==> src/rtl/column_packer.sv <==
// Column packer: compacts the mask-selected byte lanes of each input beat into
// dense output words of BYTES lanes. A row is a run of beats ending with
// in_last. The final word of a row is flagged with out_last and may be
// partial. Its valid lanes are always contiguous from lane 0.
//
// Ports:
//   clk, reset         - single clock, asynchronous active-high reset
//   in_valid/in_ready  - input beat handshake
//   in_data            - beat bytes, lane i = bits [8i+7:8i]
//   in_mask            - lane select, bit i selects lane i
//   in_amount          - popcount of in_mask from upstream, used for the level update
//   in_last            - final beat of the row
//   out_valid/out_ready- output word handshake
//   out_data, out_keep - packed bytes and contiguous valid-lane mask
//   out_last           - final word of the row
//   mismatch_err       - sticky flag, set when in_amount disagrees with in_mask
module column_packer #(
  parameter int unsigned BYTES      = 8,
  parameter int unsigned COUNT_SIZE = 4
) (
  input  logic                  clk,
  input  logic                  reset,
  input  logic                  in_valid,
  output logic                  in_ready,
  input  logic [8*BYTES-1:0]    in_data,
  input  logic [BYTES-1:0]      in_mask,
  input  logic [COUNT_SIZE-1:0] in_amount,
  input  logic                  in_last,
  output logic                  out_valid,
  input  logic                  out_ready,
  output logic [8*BYTES-1:0]    out_data,
  output logic [BYTES-1:0]      out_keep,
  output logic                  out_last,
  output logic                  mismatch_err
);

  localparam int unsigned LvlW = $clog2(2 * BYTES);
  localparam int unsigned SumW = LvlW + 1;
  localparam int unsigned IdxW = (BYTES > 1) ? $clog2(BYTES) : 1;
  localparam int unsigned BufW = 16 * BYTES;
  localparam logic [SumW-1:0] BytesS = SumW'(BYTES);

  typedef enum logic [0:0] {StAccept, StFlush} state_e;

  state_e              state_q, state_d;
  logic [LvlW-1:0]     lvl_q, lvl_d;
  logic [BufW-1:0]     buf_q, buf_d;
  logic                err_q, err_d;

  logic [SumW-1:0]     lvl_s;
  logic [SumW-1:0]     amt_s;
  logic [SumW-1:0]     lvl_post;
  logic [BufW-1:0]     buf_post;
  logic [BufW-1:0]     ins_data;
  logic [2*BYTES-1:0]  ins_mask;
  logic [BYTES-1:0][7:0] lane_pack;
  logic [IdxW-1:0]     idx;
  int unsigned         pop_cnt;
  logic                pop, push;

  assign lvl_s = {1'b0, lvl_q};

  // An over-range amount is clamped so the level can never leave 0..2*BYTES-1.
  assign amt_s = (32'(in_amount) > BYTES) ? BytesS : SumW'(in_amount);

  assign mismatch_err = err_q;

  // Handshake and output word, all derived from registered state.
  always_comb begin
    out_keep  = '0;
    out_data  = '0;
    out_valid = (lvl_s >= BytesS) || (state_q == StFlush);
    in_ready  = (state_q == StAccept) && ((lvl_s < BytesS) || out_ready);
    out_last  = (state_q == StFlush) && (lvl_s <= BytesS);
    for (int i = 0; i < BYTES; i++) begin
      out_keep[i]        = lvl_s > SumW'(i);
      out_data[8*i +: 8] = out_keep[i] ? buf_q[8*i +: 8] : 8'h00;
    end
  end

  // Compact selected lanes to the bottom in ascending lane order.
  always_comb begin
    lane_pack = '0;
    idx       = '0;
    pop_cnt   = 0;
    for (int i = 0; i < BYTES; i++) begin
      if (in_mask[i]) begin
        lane_pack[idx] = in_data[8*i +: 8];
        idx            = idx + IdxW'(1);
        pop_cnt        = pop_cnt + 1;
      end
    end
  end

  // Next state: pop first, then append at the post-pop level.
  always_comb begin
    pop      = out_valid && out_ready;
    push     = in_valid && in_ready;
    buf_post = buf_q;
    lvl_post = lvl_s;
    if (pop) begin
      if (out_last) begin
        buf_post = '0;
        lvl_post = '0;
      end else begin
        buf_post = buf_q >> (8 * BYTES);
        lvl_post = (lvl_s > BytesS) ? (lvl_s - BytesS) : '0;
      end
    end

    ins_data = BufW'(lane_pack) << {lvl_post, 3'b000};
    ins_mask = ~({(2*BYTES){1'b1}} << amt_s) << lvl_post;

    buf_d = buf_post;
    lvl_d = LvlW'(lvl_post);
    if (push) begin
      for (int p = 0; p < 2 * BYTES; p++) begin
        if (ins_mask[p]) begin
          buf_d[8*p +: 8] = ins_data[8*p +: 8];
        end
      end
      lvl_d = LvlW'(lvl_post + amt_s);
    end

    state_d = state_q;
    unique case (state_q)
      StAccept: if (push && in_last) state_d = StFlush;
      StFlush:  if (pop && out_last) state_d = StAccept;
    endcase

    err_d = err_q | (push && (32'(in_amount) != pop_cnt));
  end

  always_ff @(posedge clk or posedge reset) begin
    if (reset) begin
      state_q <= StAccept;
      lvl_q   <= '0;
      buf_q   <= '0;
      err_q   <= 1'b0;
    end else begin
      state_q <= state_d;
      lvl_q   <= lvl_d;
      buf_q   <= buf_d;
      err_q   <= err_d;
    end
  end

endmodule

==> config.mk <==
export PLATFORM = sky130hd
export DESIGN_NAME = column_packer
export DESIGN_NICKNAME = d
export VERILOG_FILES = /design/src/rtl/column_packer.sv
export SDC_FILE = /design/constraint.sdc
export NUM_CORES = 1
export LEC_CHECK = 0
export ABC_AREA = 1
export BUFFER_PORTS_ARGS = -buffer_cell sky130_fd_sc_hd__clkbuf_2
export CORE_MARGIN = 1
export CORE_UTILIZATION = 55
export DETAILED_ROUTE_END_ITERATION = 6
export GPL_TIMING_DRIVEN = 0
export PLACE_DENSITY = 0.79
export SETUP_SLACK_MARGIN = 0.02
export SKIP_LAST_GASP = 1
export SYNTH_ARGS = -nofsm -noshare
export SYNTH_HDL_FRONTEND = slang
export SYNTH_SLANG_ARGS = --single-unit
export TNS_END_PERCENT = 1
==> constraint.sdc <==
create_clock -name clk -period 4.42 [get_ports clk]
set_clock_uncertainty 0.1 [all_clocks]
set_input_delay 1.105 -clock clk [delete_from_list [all_inputs] [get_ports clk]]
set_output_delay 1.105 -clock clk [all_outputs]
set_load 0.05 [all_outputs]
==> impl_metrics.tcl, run 1 <==
set metrics [dict create \
    final_antenna_net_count 0 \
    grt_antenna_before_repair 4 \
    grt_pass1_wl_um 104000 \
    status "finished, violations left" \
    worst-path-max-fanout 5 \
    cts_tree "done" \
    required_ns 4.70 \
    synth_cells 2461 \
    rrSetupSlack_ns -0.03 \
    cts_sinks 134 \
    setup_viol 132 \
    hold_ws_ns 0.380 \
    grtUsageTotal_pct 53.2 \
    syn_area_um2 14000 \
    ys.flop_type "dfrtp_1" \
    yosysSeqAreaShare_pct 23.9 \
    place.gp.congestion 1.15 \
    reg2reg_to "lvl_q[2]" \
    crit_start "in_mask[0]" \
    dp_hpwl_um 55000 \
    fp-row-count 58 \
    critPathBufInv 10 \
    cts_root_buf "clkbuf_16" \
    grt_pass1_vias 17870 \
    core_area_um2 25100 \
    nFillCells 2103 \
    yosys.area.top_type "dfrtp_1" \
    synth_fp_nets 2554 \
    synth_edf_count 0 \
    finalMaxSlewViolations 0 \
    io_pins 157 \
    rr_startpoint "lvl_q[3]" \
    fmax_mhz 181 \
    clkTransAtPathRegs_ns 0.07 \
    synthTopCellsByArea "dfrtp_1 24%, nand2_1 22%, nand3_1 20%" \
    drt_iter0_drc 3781 \
    grt_use_met1_pct 68.4 \
    crit_family "simple AND/OR/NAND/NOR gates" \
    grtUsageMet3_pct 26.5 \
    rsz0062_at_grt "true" \
    ir_drop_v 0.000462 \
    dieWidth_um 162 \
    area_growth_pct 28.0 \
    max_stage_delay_ns 0.63 \
    wl_per_cell_um 23.9 \
    finalCritPeriodShare_pct 125 \
    h-tree-depth 4 \
    worst_slew_pin_slew_ns 1.41 \
    end_kind "flip-flop" \
    slew_headroom_pct 5.43 \
    synth_warnings 0 \
    worstSetupStartpointType "input pin" \
    leakagePower_nw 9.57 \
    gr-usage-met2_pct 73.6 \
    min_path_type "flip-flop to flip-flop" \
    pre_cts_slack_ns -2.27 \
    violations "DRC, setup timing" \
    maxCapViolations 0 \
    synth.avg_cell_area_um2 5.70 \
    ys_seq_elements 134 \
    finalHoldViolCount 0 \
    nets 2767 \
    p_total_w 0.0105 \
    drc 2 \
    cp.arrival_ns 5.81 \
    cts_buffers 17 \
    num_vias 20115 \
    numPortBuffers 154 \
    die_area_um2 26100 \
    worst_slack_ns -1.11 \
    clk_latency_ns 0.45 \
    min-delay-start "mismatch_err" \
    overflow 0 \
    power.density_nw_per_um2 586 \
    start_util_pct 55.9 \
    routed_via_density 6.66 \
    async_reset_ff_share_pct 100 \
    die_h_um 162 \
    period_needed_ns 5.53 \
    grt_start_max_net_pins 89 \
    cpMaxStageDelayCell "fa_2" \
    synth_largest_type_area_fraction_pct 23.9 \
    wl_um 72200 \
    worstRegToRegCells 14 \
    cp_num_cells 32 \
    clock_path_buffers 2 \
    cts_hold_buf 0 \
    crit_path_end "buf_q[69]" \
    busiest_layer "met2" \
    worstSetupPathType "input pin to flip-flop" \
    drive_gt1_share_pct 23.4 \
    ys_types 42 \
    dr.pass1.iters 7 \
]
placed cells by master (no fill, tap or decap), drive strengths merged:
cell and instances:
nor3 5, nor2 203, o211ai 1, o21ai 73, nand3 561, a221oi 18, o31ai 14, fa 2
o21bai 1, inv 271, nand4 77, ha 10, a21oi 70, xor2 3, a211oi 2, or2 8
a41oi 2, a22oi 25, o22ai 15, dfrtp 134, buf 94, clkbuf 239, nand2 838, clkinvlp 1
bufinv 2, diode 2, a31oi 8, and2 1, xnor2 3, clkinv 6
tightest hold or removal path: cells and delay by family, from the launching register on:
kind,cells,cell delay [ns]
flip-flops,1,0.36
buffers and inverters,1,0.04
AND/OR/NAND/NOR,1,0.05
layout make-up:
type | count | area, um2 | share of cell area (%)
Antenna cell | 2 | 5.00 | 0.0279
Clock buffer | 17 | 425 | 2.37
Tap cell | 330 | 413 | 2.30
Inverter | 265 | 1020 | 5.70
Sequential cell | 134 | 3350 | 18.7
Buffer | 123 | 688 | 3.83
Multi-Input combinational cell | 1940 | 10700 | 59.7
Clock inverter | 15 | 181 | 1.01
Timing Repair Buffer | 193 | 1140 | 6.33
synthesized netlist by cell type (5+ instances only):
library cell and n:
buf_2 19, nand3_2 9, buf_1 24, o21ai_1 13
a221oi_1 18, inv_2 12, nand3_1 549, nor2_4 6
o21ai_0 60, a22oi_1 25, nand4_1 77, nand2_2 12
ha_1 10, inv_1 249, nor2_1 189, o22ai_1 15
nand2_1 815, or2_2 8, a31oi_1 8, buf_4 7
buf_6 5, o31ai_1 14, dfrtp_1 134, clkbuf_1 68
nor2_2 7, nand2_4 10, a21oi_1 70
cell families (layout without fill, tap and decap cells):
family,after synthesis,in the layout,share of synthesized area [%]
simple gates,1691,1693,53.7
buf+inv,389,613,11.1
compound gates,229,229,9.68
flops,134,134,23.9
fa+ha+maj,12,12,1.18
xor+xnor,6,6,0.428
other cells,0,2,0
metal layers:
layer / vias up / share of wire (%)
met2: 1947 / 38
li1: 8559 / -
met4: 12 / 6.8
met1: 9119 / 36
met5: - / 0.33
met3: 478 / 19
through the flow:
stage	area [um2]	utilization (%)	setup TNS (ns)	std cells
2_1_floorplan	14200	-	-180.59	2461
3_3_place_gp	15400	61.3	-439.12	2945
3_5_place_dp	15400	61.4	-240.87	2946
4_1_cts	17000	67.6	-93.41	3002
5_1_grt	17900	71.5	-114.11	3017
6_report	17900	71.5	-108.24	3019
sequential cells by signal, indices dropped and copies added, names as in the netlist:
name,flops
buf_q,128
lvl_q,4
mismatch_err,1
state_q,1
power breakdown:
part | internal, W | switching [W] | total, W
clock network | 0.000861 | 0.000719 | 0.00158
logic | 0.00185 | 0.00531 | 0.00716
registers | 0.00158 | 0.000195 | 0.00177
repair_timing:
action | in CTS | in global routing
gates cloned | 2 | 2
pin swaps | 37 | 75
setup endpoints to repair | 121 | 131
buffers inserted | 23 | 13
resized for setup | 176 | 189
hold endpoints to repair | 0 | 0
worst min path at each step:
stage	endpoint	slack [ns]	depth (start not counted)
2_1_floorplan	buf_q[64]	0.35	2
3_3_place_gp	mismatch_err	0.35	2
3_5_place_dp	mismatch_err	0.36	2
4_1_cts	mismatch_err	0.38	2
5_1_grt	mismatch_err	0.39	2
6_report	mismatch_err	0.38	2
Note: power is estimated with default switching activity, not from simulation.
==> run 2, diff against run 1 <==
--- a/config.mk
+++ b/config.mk
@@ -7,6 +7,7 @@
 export LEC_CHECK = 0
 export ABC_AREA = 1
 export BUFFER_PORTS_ARGS = -buffer_cell sky130_fd_sc_hd__clkbuf_2
+export CORE_ASPECT_RATIO = 1.75
 export CORE_MARGIN = 1
 export CORE_UTILIZATION = 55
 export DETAILED_ROUTE_END_ITERATION = 6
@@ -17,4 +18,4 @@
 export SYNTH_ARGS = -nofsm -noshare
 export SYNTH_HDL_FRONTEND = slang
 export SYNTH_SLANG_ARGS = --single-unit
-export TNS_END_PERCENT = 1
+export TNS_END_PERCENT = 30
==> run 2 against run 1 <==
Effect of this change:
- the run now fails in global routing
- area after synthesis unchanged
- synthesized cell count stayed put
==> impl_metrics.tcl, run 2 <==
set metrics [dict create \
    ys_seq_elements 134 \
    die_h_um 213 \
    overflow 644 \
    io_pins 157 \
    numPortBuffers 154 \
    synth_warnings 0 \
    async_reset_ff_share_pct 100 \
    grt_start_max_net_pins 104 \
    synth_commonest_cells "815 x nand2_1, 549 x nand3_1, 249 x inv_1" \
    yosysSeqAreaShare_pct 23.9 \
    toolErrorMsg "[ERROR GRT-0116] Global routing finished with congestion. Check the congestion regions in the DRC Viewer." \
    placedCellCount 2932 \
    haltStage "global routing" \
    grt_pass1_vias 21764 \
    synth_edf_count 0 \
    synth_cells 2461 \
    h-tree-depth 4 \
    synth_largest_type_area_fraction_pct 23.9 \
    cts_hold_buf 0 \
    synthTopCellsByArea "dfrtp_1 24%, nand2_1 22%, nand3_1 20%" \
    dieWidth_um 123 \
    cts_buffers 17 \
    synth.avg_cell_area_um2 5.70 \
    syn_area_um2 14000 \
    cts_root_buf "clkbuf_16" \
    dp_hpwl_um 61100 \
    yosys.area.top_type "dfrtp_1" \
    placed_cell_area_um2 15400 \
    yosysMostFrequentCell "nand2_1" \
    fp-row-count 77 \
    clock_path_buffers 2 \
    pre_cts_slack_ns -2.37 \
    cts_sinks 134 \
    status "aborted with a tool error" \
    synth_fp_nets 2554 \
    place.gp.congestion 1.24 \
    grt_pass1_wl_um 152000 \
    ys_types 42 \
    grtUsageTotal_pct 76.3 \
    start_util_pct 55.8 \
    ys.flop_type "dfrtp_1" \
]
## run 2: per-stage QoR
stage | util [%] | setup TNS, ns
3_3_place_gp | 61.2 | -448.81
2_1_floorplan | - | -177.01
3_5_place_dp | 61.4 | -250.74
4_1_cts | 69.3 | -103.36
## run 2: what timing repair did
action,in CTS
cloned,1
buffers inserted,29
gates resized for setup,254
setup endpoints to repair,121
pin swaps,65
## run 2: layer usage
layer / overflow / track usage, %
met1: 6 / 70.4
met2: 402 / 99.7
met3: 6 / 56.6
met4: 228 / 83.3
met5: 2 / 20.4
## run 2: logic make-up after synthesis
family          Yosys count  share of synthesized area (%)
fa+ha+maj                12                           1.18
simple gates           1691                           53.7
compound gates          229                           9.68
xor+xnor                  6                          0.428
flops                   134                           23.9
buf+inv                 389                           11.1
==> run 3, diff against run 2 <==
--- a/config.mk
+++ b/config.mk
@@ -7,13 +7,11 @@
 export LEC_CHECK = 0
 export ABC_AREA = 1
 export BUFFER_PORTS_ARGS = -buffer_cell sky130_fd_sc_hd__clkbuf_2
-export CORE_ASPECT_RATIO = 1.75
 export CORE_MARGIN = 1
-export CORE_UTILIZATION = 55
+export CORE_UTILIZATION = 40
 export DETAILED_ROUTE_END_ITERATION = 6
 export GPL_TIMING_DRIVEN = 0
-export PLACE_DENSITY = 0.79
-export SETUP_SLACK_MARGIN = 0.02
+export PLACE_DENSITY_LB_ADDON = 0.15
 export SKIP_LAST_GASP = 1
 export SYNTH_ARGS = -nofsm -noshare
 export SYNTH_HDL_FRONTEND = slang
==> constraint.sdc (replaced) <==
create_clock -name clk -period 5.7 [get_ports clk]
set_clock_uncertainty 0.1 [all_clocks]
set_input_delay 1.425 -clock clk [delete_from_list [all_inputs] [get_ports clk]]
set_output_delay 1.425 -clock clk [all_outputs]
set_load 0.05 [all_outputs]
==> run 3 against run 2 <==
Effect of this change:
- the flow now finishes, with violations (DRC, capacitance limit, slew limit)
==> impl_metrics.tcl, run 3 (synthesis gave the netlist of run 1 again) <==
set metrics [dict create \
    status "finished, violations left" \
    violations "DRC, capacitance limit, slew limit" \
    cp.arrival_ns 5.87 \
    start_util_pct 40.6 \
    cts_sinks 134 \
    largest_reg_flops 128 \
    dieWidth_um 189 \
    pwr-share-comb_pct 68.1 \
    diodes 0 \
    worstRegToRegCells 15 \
    finalMaxSlewViolations 1 \
    wl_met2_um 31700 \
    worstSetupPathType "input pin to flip-flop" \
    reg_top3 "buf_q (128), lvl_q (4)" \
    cts_root_buf "clkbuf_16" \
    setup_viol 0 \
    area_growth_pct 23.3 \
    clock_path_buffers 2 \
    grt_start_max_net_pins 72 \
    slew_headroom_pct -0.576 \
    worstSetupStartpointType "input pin" \
    hold_ws_ns 0.374 \
    maxCapViolations 1 \
    dr.pass1.iters 7 \
    route.top_layer_used "met5" \
    m1WireLength_um 33000 \
    drc 9 \
    grt_pass1_wl_um 112000 \
    p_seq_share_pct 17.4 \
    place.gp.congestion 1.07 \
    cpMaxStageDelayCell "fa_2" \
    intPower_w 0.00316 \
    core_area_um2 34500 \
    dp_hpwl_um 63100 \
    cts_hold_buf 0 \
    layout_commonest_cell "nand2_1" \
    wl_per_cell_um 24.6 \
    fmax_mhz 178 \
    end_kind "flip-flop" \
    max_stage_delay_ns 0.58 \
    min_path_type "flip-flop to flip-flop" \
    p_total_w 0.00786 \
    routed_via_density 6.07 \
    leakagePower_nw 9.21 \
    cts_tree "done" \
    required_ns 5.95 \
    grt_antenna_before_repair 0 \
    finalCritPeriodShare_pct 98.6 \
    final_antenna_net_count 0 \
    clkTransAtPathRegs_ns 0.07 \
    h-tree-depth 4 \
    cts_buffers 17 \
    drt_iter0_drc 2631 \
    swShare_pct 59.9 \
    finalHoldViolCount 0 \
    largest-register "buf_q" \
    min_path_cells 2 \
    worst-path-max-fanout 10 \
    overflow 0 \
    clk_latency_ns 0.44 \
    period_needed_ns 5.62 \
    die_h_um 189 \
    wl_um 76700 \
    worst_slew_pin_slew_ns 1.50 \
    p_sw_w 0.00471 \
    nets 2747 \
    fp-row-count 68 \
    power.density_nw_per_um2 455 \
    ir_drop_v 0.000327 \
    dr_wl_met3_um 9300 \
    grt_pass1_vias 17470 \
    pwr-share-clk_pct 14.6 \
    io_pins 157 \
    worst_path_most_repeated_cell "nand2_4" \
    drive_gt1_share_pct 18.6 \
    num_vias 18937 \
    final_cell_mix "740 x nand2_1, 454 x nand3_1, 242 x inv_1" \
    die_area_um2 35800 \
    grtUsageTotal_pct 42.4 \
    numPortBuffers 154 \
]
## run 3: final timing paths
check / from / to / slack (ns)
worst max-delay path: in_mask[0] / buf_q[43] / 0.08
worst min register to register: mismatch_err / mismatch_err / 0.37
min in group asynchronous: reset / buf_q[5] / 0.96
worst max register to register: lvl_q[3] / lvl_q[3] / 1.17
worst min-delay path: mismatch_err / mismatch_err / 0.37
max in group asynchronous: reset / buf_q[121] / 3.76
## run 3: cell type report
| type | count | area (um2) |
|---|---|---|
| plain buffers | 120 | 648 |
| fillers | 3564 | 17300 |
| clock inverters | 15 | 164 |
| repair buffers | 177 | 972 |
| flip-flops and latches | 134 | 3350 |
| inverters | 265 | 1020 |
| clock buffers | 17 | 425 |
| multi-input cells | 1939 | 10100 |
| well taps | 455 | 569 |
## run 3: per-layer routing
metal	vias up	track usage [%]
met2	1229	61.7
met5	-	0
met4	2	14.5
met3	154	10.9
met1	9026	60.4
li1	8526	-
## run 3: power groups by stage
stage          registers (W)  logic, W  clock network (W)
2_1_floorplan        0.00133   0.00310                  0
3_3_place_gp         0.00136   0.00469                  0
3_5_place_dp         0.00138   0.00473                  0
4_1_cts              0.00136   0.00499            0.00113
5_1_grt              0.00139   0.00560            0.00117
6_report             0.00136   0.00535            0.00115
## run 3: through the flow
step | std cells | setup WS, ns | area (um2) | setup TNS [ns] | utilization, %
floorplan | 2461 | -0.356 | 14200 | -13.20 | -
global placement | 3070 | -1.46 | 15600 | -203.54 | 45.1
detailed placement | 3071 | -1.49 | 15600 | -129.58 | 45.2
CTS | 3117 | 0.0186 | 16800 | 0 | 48.7
global route | 3122 | -0.0171 | 17300 | -0.0340 | 50.0
finish | 3122 | 0.0774 | 17300 | 0 | 50.0
## run 3: worst max-delay path: cells and delay by family
| family | cells | cell delay, ns |
|---|---|---|
| buf+inv | 9 | 0.93 |
| fa+ha+maj | 5 | 1.45 |
| simple gates | 14 | 1.78 |
| compound gates | 1 | 0.26 |
## run 3: timing repair
| item | CTS | global route |
|---|---|---|
| pin swaps | 18 | 33 |
| buffers inserted | 16 | 6 |
| gates cloned | 1 | 0 |
| endpoints found under the setup margin | 121 | 105 |
| gates resized for setup | 125 | 104 |
